File: src/rtl/cover_pkg.sv
// Shared types and helpers for the toggle-coverage scheduler.
package cover_pkg;

  localparam int COVER_IDX_W = 64;
  // Widest hit vector the popcount helper accepts; callers zero-extend.
  localparam int POP_MAX_W = 256;

  typedef logic [COVER_IDX_W-1:0] cover_idx_t;

  typedef enum logic [0:0] {
    IDLE = 1'b0,
    SEND = 1'b1
  } cover_sched_state_e;

  function automatic int unsigned popcount(input logic [POP_MAX_W-1:0] v);
    int unsigned n;
    n = 0;
    for (int i = 0; i < POP_MAX_W; i++) begin
      n += {31'b0, v[i]};
    end
    return n;
  endfunction

endpackage

File: src/rtl/cover_lsb_enc.sv
// Lowest-set-bit priority encoder, purely combinational.
module cover_lsb_enc #(
  parameter int WIDTH = 36,
  localparam int IDX_W = (WIDTH > 1) ? $clog2(WIDTH) : 1
) (
  input  logic [WIDTH-1:0] vec,
  output logic             found,
  output logic [IDX_W-1:0] idx
);

  // Scan downwards so the lowest set bit is the last one written.
  always_comb begin
    found = |vec;
    idx   = '0;
    for (int i = WIDTH - 1; i >= 0; i--) begin
      if (vec[i]) idx = IDX_W'(i);
    end
  end

endmodule

File: src/rtl/cover_toggle_sched.sv
// Captures toggle hits into a sticky bitmap and serialises first-time hits
// as a valid/ready stream of global cover indices, one per cycle at most.
module cover_toggle_sched
  import cover_pkg::*;
#(
  parameter int WIDTH       = 36,
  parameter int COVER_INDEX = 0,
  parameter int COVER_TOTAL = 8940,
  parameter int CNT_W       = $clog2(WIDTH + 1)
) (
  input  logic             clock,
  input  logic             reset_n,
  input  logic             enable,
  input  logic             clear,
  input  logic [WIDTH-1:0] valid,
  output logic             ev_valid,
  input  logic             ev_ready,
  output cover_idx_t       ev_index,
  output logic [CNT_W-1:0] covered_cnt,
  output logic             pending_any,
  output logic             done
);

  localparam int IDX_W = (WIDTH > 1) ? $clog2(WIDTH) : 1;

  generate
    if (COVER_INDEX + WIDTH > COVER_TOTAL) begin : g_range_err
      $error("cover_toggle_sched: COVER_INDEX + WIDTH exceeds COVER_TOTAL");
    end
    if (WIDTH > POP_MAX_W) begin : g_width_err
      $error("cover_toggle_sched: WIDTH exceeds popcount helper width");
    end
  endgenerate

  logic [WIDTH-1:0]   covered_reg, covered_next;
  logic [WIDTH-1:0]   pending_reg, pending_next;
  logic [WIDTH-1:0]   capture, new_hits, sel_mask;
  logic [CNT_W-1:0]   cnt_reg, cnt_next;
  cover_sched_state_e state_reg, state_next;
  cover_idx_t         ev_index_reg, ev_index_next;
  logic               sel_found;
  logic [IDX_W-1:0]   sel_idx;
  logic               load;

  cover_lsb_enc #(.WIDTH(WIDTH)) u_enc (
    .vec   (pending_reg),
    .found (sel_found),
    .idx   (sel_idx)
  );

  always_comb begin
    capture  = enable ? valid : '0;
    new_hits = capture & ~covered_reg;
    sel_mask = WIDTH'(1) << sel_idx;
    // Load whenever the output register is empty or being emptied this edge.
    load     = sel_found && ((state_reg == IDLE) || ev_ready);

    state_next    = state_reg;
    ev_index_next = ev_index_reg;
    if (load) begin
      state_next    = SEND;
      ev_index_next = cover_idx_t'(COVER_INDEX) + cover_idx_t'(sel_idx);
    end else if ((state_reg == SEND) && ev_ready) begin
      state_next = IDLE;
    end

    // Clear restarts the bitmaps from this cycle's capture alone; the loaded
    // bit is gone from pending either way.
    if (clear) begin
      covered_next = capture;
      pending_next = capture;
      cnt_next     = CNT_W'(popcount(POP_MAX_W'(capture)));
    end else begin
      covered_next = covered_reg | capture;
      pending_next = (pending_reg & ~(load ? sel_mask : '0)) | new_hits;
      cnt_next     = CNT_W'(32'(cnt_reg) + popcount(POP_MAX_W'(new_hits)));
    end
  end

  always_ff @(posedge clock or negedge reset_n) begin
    if (!reset_n) begin
      covered_reg  <= '0;
      pending_reg  <= '0;
      cnt_reg      <= '0;
      state_reg    <= IDLE;
      ev_index_reg <= '0;
    end else begin
      covered_reg  <= covered_next;
      pending_reg  <= pending_next;
      cnt_reg      <= cnt_next;
      state_reg    <= state_next;
      ev_index_reg <= ev_index_next;
    end
  end

  assign ev_valid    = (state_reg == SEND);
  assign ev_index    = ev_index_reg;
  assign covered_cnt = cnt_reg;
  assign pending_any = |pending_reg;
  assign done        = (cnt_reg == CNT_W'(WIDTH)) && !pending_any && !ev_valid;

endmodule

File: config.mk
export PLATFORM = sky130hd
export DESIGN_NAME = cover_toggle_sched
export DESIGN_NICKNAME = d
export VERILOG_FILES = /design/src/rtl/cover_pkg.sv /design/src/rtl/cover_lsb_enc.sv /design/src/rtl/cover_toggle_sched.sv
export SDC_FILE = /design/constraint.sdc
export NUM_CORES = 1
export LEC_CHECK = 0
export CAP_MARGIN = 25
export CORE_AREA = 2 2 113 115
export DETAILED_ROUTE_END_ITERATION = 10
export DIE_AREA = 0 0 115 117
export PLACE_DENSITY = 0.82
export SYNTH_ARGS = -nofsm -noshare
export SYNTH_HDL_FRONTEND = slang
export SYNTH_SLANG_ARGS = --single-unit
File: constraint.sdc
create_clock -name clock -period 8.6 [get_ports clock]
set_input_delay 1.29 -clock clock [delete_from_list [all_inputs] [get_ports clock]]
set_output_delay 1.29 -clock clock [all_outputs]
set_load 0.02 [all_outputs]
==> key figures, run 1 <==
Routing
  • Wirelength per Cell: 18.57 microns
  • DR pass1 iterations: 5
  • Residual DRC: 0
  • Routed vias/inst: 5.689
  • 1st-iter DRT viols: about 400
  • WL final: 16.99 mm
  • Final ANT Viol Nets: 0
  • Total number of vias: 5,205

Cells and area
  • Fill cell count: 1,036
  • Share of cells above drive strength 1: 0.07582
  • Core Util, Final: 0.6036
  • Area delta synth->final: 11.68%
  • Ant. Diodes: 0
  • Nets@finish: 880

Floorplanning
  • Die height: 117 microns
  • Num ports: 114
  • Starting density of the core: 0.5404
  • # rows: 41
  • CORE AREA: about 12,000 sq um
  • Die width: 115 microns
  • Die area: 13,460 sq um

Job
  • Max_cap viols: 0

Placement
  • I/O Buffers: 55
  • HPWL after DPL: 13.30 mm
  • Pre-CTS WS: approximately 1.3 ns
  • Gp weighted congestion: 0.9263

Timing
  • Rel. slew slack: 0.4782
  • Setup-failing EPs final: 0
  • Fin Hold WS: 0.4726 ns
  • Period utilisation layout: 0.8019
  • Clock skew: about 0.0093 ns
  • FMAX: roughly 0.15 GHz
  • Actual slew at the worst max-slew pin: 0.7826 ns
  • Final Max Tran Viols: 0
  • Number of hold violations in the final report: 0
  • Setup WS post-layout: 1.703 ns
  • Tmin final: about 6.9 ns
  • Setup TNS Final: 0 ns
  • Unrepaired setup endpoints after global routing: false

Clock tree
  • CTS buffer count: 9
  • H-tree levels: 3
  • Setup Buffers After CTS: 0
  • Clk slew on worst S/H paths: 0.06 ns
  • Clock Latency Late Sink: 0.35 ns
  • Clock tree from TritonCTS: done
  • CTS Root Cell: clkbuf_16
  • Post-CTS Resized: 0
  • Maximum clock path buffer count: 2
  • Post-cts hold buffer count: 0
  • Clock sink count: 85

Global route
  • Remaining Overflow, GRT: 0
  • GRT Total Usage: 0.2698
  • First-pass GRT wire length: 26.59 mm
  • Largest net degree at the start of global routing: 74
  • Initial antenna violation count: 0
  • Vias in the first global route: 5,070

Critical path
  • Crit path kind: input pin to flop
  • CP Capture Type: flop
  • Worst endpoint data arrival time: 7.11 ns
  • Max FO, Critical Path: 35
  • Critical path startpoint category: input pin
  • Worst EP required: a little under 9 ns

Worst hold path
  • Worst hold path type: flop to flop

Synthesis
  • Syn Std Cell Area: 6654 sq um
  • Sequential fraction of the synthesis area: 0.3197
  • Ys async rst share: 1.000
  • Synth Instances: approximately 700
  • Library cells used by synthesis: 69
  • Warnings, synthesis: 0
  • Avg Cell Area, Syn: 9.385 sq um
  • Number of synthesized flops with an enable pin: 0
  • Number of synthesized register bits: 85
  • Main synth FF type: dfrtp_1

Status
  • Status: finished, final reports clean

Power and ir drop
  • Maximum vdd ir drop: between 0.3 and 0.4 mV
  • Power Density: 292.3 nW/um^2
  • Power, Total: 2.172 mW
  • Leak: 3.620 nW
==> worst max-delay path, cell delays in order <==
cell     delay, ns
buf_2         0.48
nand2_1       0.22
or2_2         0.34
fa_1          0.48
inv_1         0.06
fa_1          0.53
inv_1         0.06
fa_1          0.56
fa_1          0.45
fa_1          0.50
fa_1          0.54
inv_1         0.06
fa_1          0.48
fa_1          0.47
a21oi_1       0.17
nor2_1        0.05
nor2_1        0.11
xor2_1        0.15
o21ai_0       0.08
==> layer usage <==
metal,GRT usage,share of wire,vias up
li1,-,-,2341
met1,0.3401,0.38,2549
met2,0.4471,0.49,270
met3,0.06643,0.091,45
met4,0.1165,0.038,0
met5,0,0,-
==> cells by family after synthesis <==
logic type,Yosys count,share of synthesized area
XOR/XNOR,9,0.01185
flip-flops,85,0.3197
other,1,0.0005636
AND/OR/NAND/NOR,203,0.1553
buffers and inverters,186,0.1414
multiplexers,3,0.005077
AO/OA/AOI/OAI,143,0.1521
adder cells (fa/ha/maj),79,0.2140
==> Yosys cell counts (8+ instances only) <==
library cell | count | area (sq um)
inv_1 | 106 | 397.9
or2_2 | 8 | 50.05
nand2_1 | 84 | 315.3
fa_1 | 58 | 1161
clkbuf_1 | 16 | 60.06
nor2b_1 | 8 | 50.05
a21oi_1 | 27 | 135.1
o21ai_0 | 27 | 135.1
o211ai_1 | 10 | 75.07
nand2b_1 | 9 | 56.30
nor2_1 | 40 | 150.1
a31o_1 | 8 | 70.07
dfrtp_1 | 85 | 2127
nand3_1 | 9 | 45.04
a21o_1 | 9 | 67.56
buf_4 | 58 | 435.4
ha_1 | 21 | 262.8
==> area by class of cell <==
type	count	area, sq um	area share
clock buffer	11	242.7	0.03267
sequential	85	2127	0.2862
inverter	108	405.4	0.05455
timing repair buffer	61	608.1	0.08183
tap	150	187.7	0.02526
clock inverter	5	60.06	0.008082
multi-input combinational	495	3800	0.5114
==> through the flow <==
stage	cells	cell area, sq um
floorplan	766	6868
global placement	898	7101
detailed placement	898	7101
CTS	914	7403
global route	915	7431
finish	915	7431
==> cell usage in the layout (no fill, tap or decap), drive strengths merged, types with 11 or more instances in the layout <==
| cell type | n |
|---|---|
| a31o | 14 |
| conb | 58 |
| ha | 21 |
| a21oi | 27 |
| inv | 108 |
| clkbuf | 11 |
| dfrtp | 85 |
| nand2 | 85 |
| o21ai | 33 |
| nor2 | 40 |
| o211ai | 11 |
| clkdlybuf4s50 | 53 |
| fa | 58 |
==> path summary, 6_finish.rpt <==
check	start	end	slack (ns)	cells after the start
min reg2reg	ev_index[1]	ev_index[1]	0.47	1
max	enable	covered_cnt[4]	1.70	19
min in group asynchronous	reset_n	pending_reg[11]	0.77	1
max reg2reg	covered_reg[14]	covered_cnt[4]	3.01	17
min	ev_index[1]	ev_index[1]	0.47	1
max in group asynchronous	reset_n	covered_reg[31]	7.09	3
==> where the power goes <==
part	leakage, nW	internal (mW)	total [mW]	switching (mW)
Clock	0.146	0.234	0.401	0.167
Sequential	1.04	0.460	0.518	0.0573
Combinational	2.43	0.554	1.25	0.700
(Power assumes the default switching activity.)
==> run 2: changes to the inputs <==
--- a/config.mk
+++ b/config.mk
@@ -6,10 +6,10 @@
 export NUM_CORES = 1
 export LEC_CHECK = 0
 export CAP_MARGIN = 25
-export CORE_AREA = 2 2 113 115
+export CORE_AREA = 2 2 120 122
 export DETAILED_ROUTE_END_ITERATION = 10
-export DIE_AREA = 0 0 115 117
-export PLACE_DENSITY = 0.82
+export DIE_AREA = 0 0 122 124
+export PLACE_DENSITY = 0.77
 export SYNTH_ARGS = -nofsm -noshare
 export SYNTH_HDL_FRONTEND = slang
 export SYNTH_SLANG_ARGS = --single-unit
==> constraint.sdc (replaced) <==
create_clock -name clock -period 5.9 [get_ports clock]
set_input_delay 0.885 -clock clock [delete_from_list [all_inputs] [get_ports clock]]
set_output_delay 0.885 -clock clock [all_outputs]
set_load 0.02 [all_outputs]
==> run 2 against run 1 <==
  * First-iteration DRC count up 23%
  * Setup slack worse by 1.6 ns
  * Sequential cell count unchanged
  * Critical endpoint unchanged
==> key figures, run 2 (same netlist as run 1, synthesis figures left out) <==
Critical path
  • Sequence of cells on the critical path: buf_6 -> buf_4 -> nand2_2 -> inv_2 -> nand2_2 -> fa_1 -> fa_1 -> inv_2 -> fa_1 -> inv_2 -> fa_1 -> fa_1 -> fa_1 -> inv_2 -> fa_2 -> fa_2 -> a21oi_2 -> nor2_1 -> nor2_1 -> xor2_1 -> o21ai_1
  • Worst endpoint data arrival time: 5.96 ns (-1.15 ns)
  • Critical path startpoint category: input pin
  • Worst EP required: 6.12 ns (-2.70 ns)
  • Most used cell, CP: fa_1
  • Worst path top cell family by delay: adder cells
  • Crit path kind: input pin to flop
  • CP Capture Type: flop
  • Crit-path max cell delay: 0.59 ns (+0.03 ns)
  • Max FO, Critical Path: 14 (-60%)
  • CP max stage cell: fa_1
  • Buf/Inv on CP: 6 (+2)

Floorplanning
  • Die width: 122 microns (+6.1%)
  • Num ports: 114 (unchanged)
  • Die area: 15,130 sq um (+12%)
  • Die height: 124 microns (+6.0%)
  • CORE AREA: 13,720 sq um (+11%)
  • Starting density of the core: 0.4850 (-0.05545)
  • # rows: 43 (+4.9%)

Timing
  • Final Max Tran Viols: 0 (unchanged)
  • FMAX: 0.1740 GHz
  • Actual slew at the worst max-slew pin: 0.8738 ns (+0.09116 ns)
  • Clock skew: 0.005968 ns (-0.003340 ns)
  • Setup-failing EPs final: 0 (unchanged)
  • Rel. slew slack: 0.4175 (-0.06078)
  • Tmin final: 5.747 ns
  • Period utilisation layout: 0.9740
  • Fin Hold WS: 0.4148 ns (-0.05771 ns)
  • Number of hold violations in the final report: 0 (unchanged)

Power and ir drop
  • Maximum vdd ir drop: 0.3421 mV (-11%)
  • Leak: 3.976 nW (+9.8%)
  • Power Density: 419.6 nW/um^2 (+44%)

Placement
  • Gp weighted congestion: 0.8958 (-3.3%)
  • I/O Buffers: 55 (unchanged)
  • Placed Area: 7515 sq um (+5.8%)
  • HPWL after DPL: 13.44 mm (+0.99%)

Cells and area
  • Fill cell count: 1,157 (+12%)
  • Share of cells above drive strength 1: 0.1983 (+0.1225)
  • Most frequent cells in the layout: 92 x inv_1, 85 x dfrtp_1, 71 x nand2_1, 67 x buf_4, 58 x conb_1
  • Nets@finish: 943 (+7.2%)
  • Area of the multi-input gates: 3894 sq um (+2.5%)
  • Final instance area: 8038 sq um (+8.2%)
  • Area delta synth->final: 20.80%
  • Commonest non-fill, non-tap cell in the layout: inv_1
  • Core Util, Final: 0.5859 (-0.01769)
  • Ant. Diodes: 0 (unchanged)
  • Register Area: 2127 sq um (unchanged)

Clock tree
  • CTS Root Cell: clkbuf_16
  • Clock Latency Late Sink: 0.34 ns (about the same)
  • Clk slew on worst S/H paths: 0.06 ns (about the same)
  • CTS buffer count: 9 (unchanged)
  • H-tree levels: 3 (unchanged)
  • Maximum clock path buffer count: 2 (unchanged)
  • Clock tree from TritonCTS: done
  • Clock sink count: 85 (unchanged)
  • Post-cts hold buffer count: 0 (unchanged)

Routing
  • Routed vias/inst: 5.355 (-5.9%)
  • Total number of vias: 5,392 (+3.6%)
  • Residual DRC: 0 (unchanged)
  • WL final: 17.59 mm (+3.5%)
  • Final ANT Viol Nets: 0 (unchanged)
  • DR pass1 iterations: 5 (unchanged)
  • 1st-iter DRT viols: 494 (+23%)
  • Wirelength per Cell: 17.46 microns (-5.9%)

Global route
  • First-pass GRT wire length: 27.95 mm (+5.1%)
  • Remaining Overflow, GRT: 0 (unchanged)
  • Largest net degree at the start of global routing: 67 (-9.5%)
  • Vias in the first global route: 5,330 (+5.1%)
  • GRT Total Usage: 0.2455 (-0.02432)
  • Initial antenna violation count: 0 (unchanged)

Worst hold path
  • Worst hold path type: input pin to async pin

Status
  • Status: finished, final reports clean

Job
  • Max_cap viols: 0 (unchanged)
run 2: cell count changes in the layout (fill, tap and decap cells not counted), moves of 7 or more:
cell	change
buf_4	+61
inv_1	-14
inv_2	+14
nand2_1	-13
nand2_2	+12
clkdlybuf4s50_1	-11
dlymetal6s2s_1	+7
run 2: power by group:
part | leakage [nW] | switching (mW) | internal [mW]
Clock | 0.127 | 0.236 | 0.293
Combinational | 2.81 | 1.11 | 0.984
Sequential | 1.04 | 0.0809 | 0.671
Total | 3.98 | 1.43 | 1.95
run 2: cell type report:
cell class / count / share of cell area
clock buffers: 11 / 0.03020
flip-flops and latches: 85 / 0.2646
repair buffers: 124 / 0.1392
multi-input cells: 495 / 0.4844
inverters: 108 / 0.05044
clock inverters: 4 / 0.003113
well taps: 180 / 0.02802
run 2: final timing paths:
kind,start,endpoint,slack [ns],depth (start not counted)
setup / recovery,enable,covered_cnt[4],0.15,21
hold / removal,reset_n,pending_reg[24],0.41,1
setup reg to reg,covered_reg[16],covered_cnt[4],0.63,18
hold reg to reg,ev_index[1],ev_index[1],0.48,1
max in group asynchronous,reset_n,covered_reg[8],4.32,2
min in group clock,ev_index[1],ev_index[1],0.48,1
run 2: what timing repair did:
action,CTS,global route
hold endpoints to repair,0,0
endpoints found under the setup margin,3,4
setup buffers,15,3
pin swaps,17,33
resized for setup,20,35
run 2: stage by stage:
stage,TNS (ns),power [mW],instances,setup WS [ns]
3_5_place_dp,-1.629,2.761,974,-0.4700
4_1_cts,0,3.355,1004,0.01819
6_report,0,3.373,1007,0.1534
5_1_grt,-0.01325,3.695,1007,-0.01325
2_1_floorplan,0,2.125,766,0.008098
3_3_place_gp,-1.282,2.667,974,-0.3583
run 2: per-layer routing:
metal | global-route usage | share of wire
met4 | 0.07543 | 0.020
met2 | 0.4242 | 0.51
met3 | 0.03342 | 0.056
met5 | 0 | 0
met1 | 0.3226 | 0.41
==> run 3: changes to the inputs <==
--- a/config.mk
+++ b/config.mk
@@ -5,6 +5,7 @@
 export SDC_FILE = /design/constraint.sdc
 export NUM_CORES = 1
 export LEC_CHECK = 0
+export ABC_CLOCK_PERIOD_IN_PS = 5900
 export CAP_MARGIN = 25
 export CORE_AREA = 2 2 120 122
 export DETAILED_ROUTE_END_ITERATION = 10
==> results of run 3 <==
Final layout, timing and power as in run 2 (identical DEF).
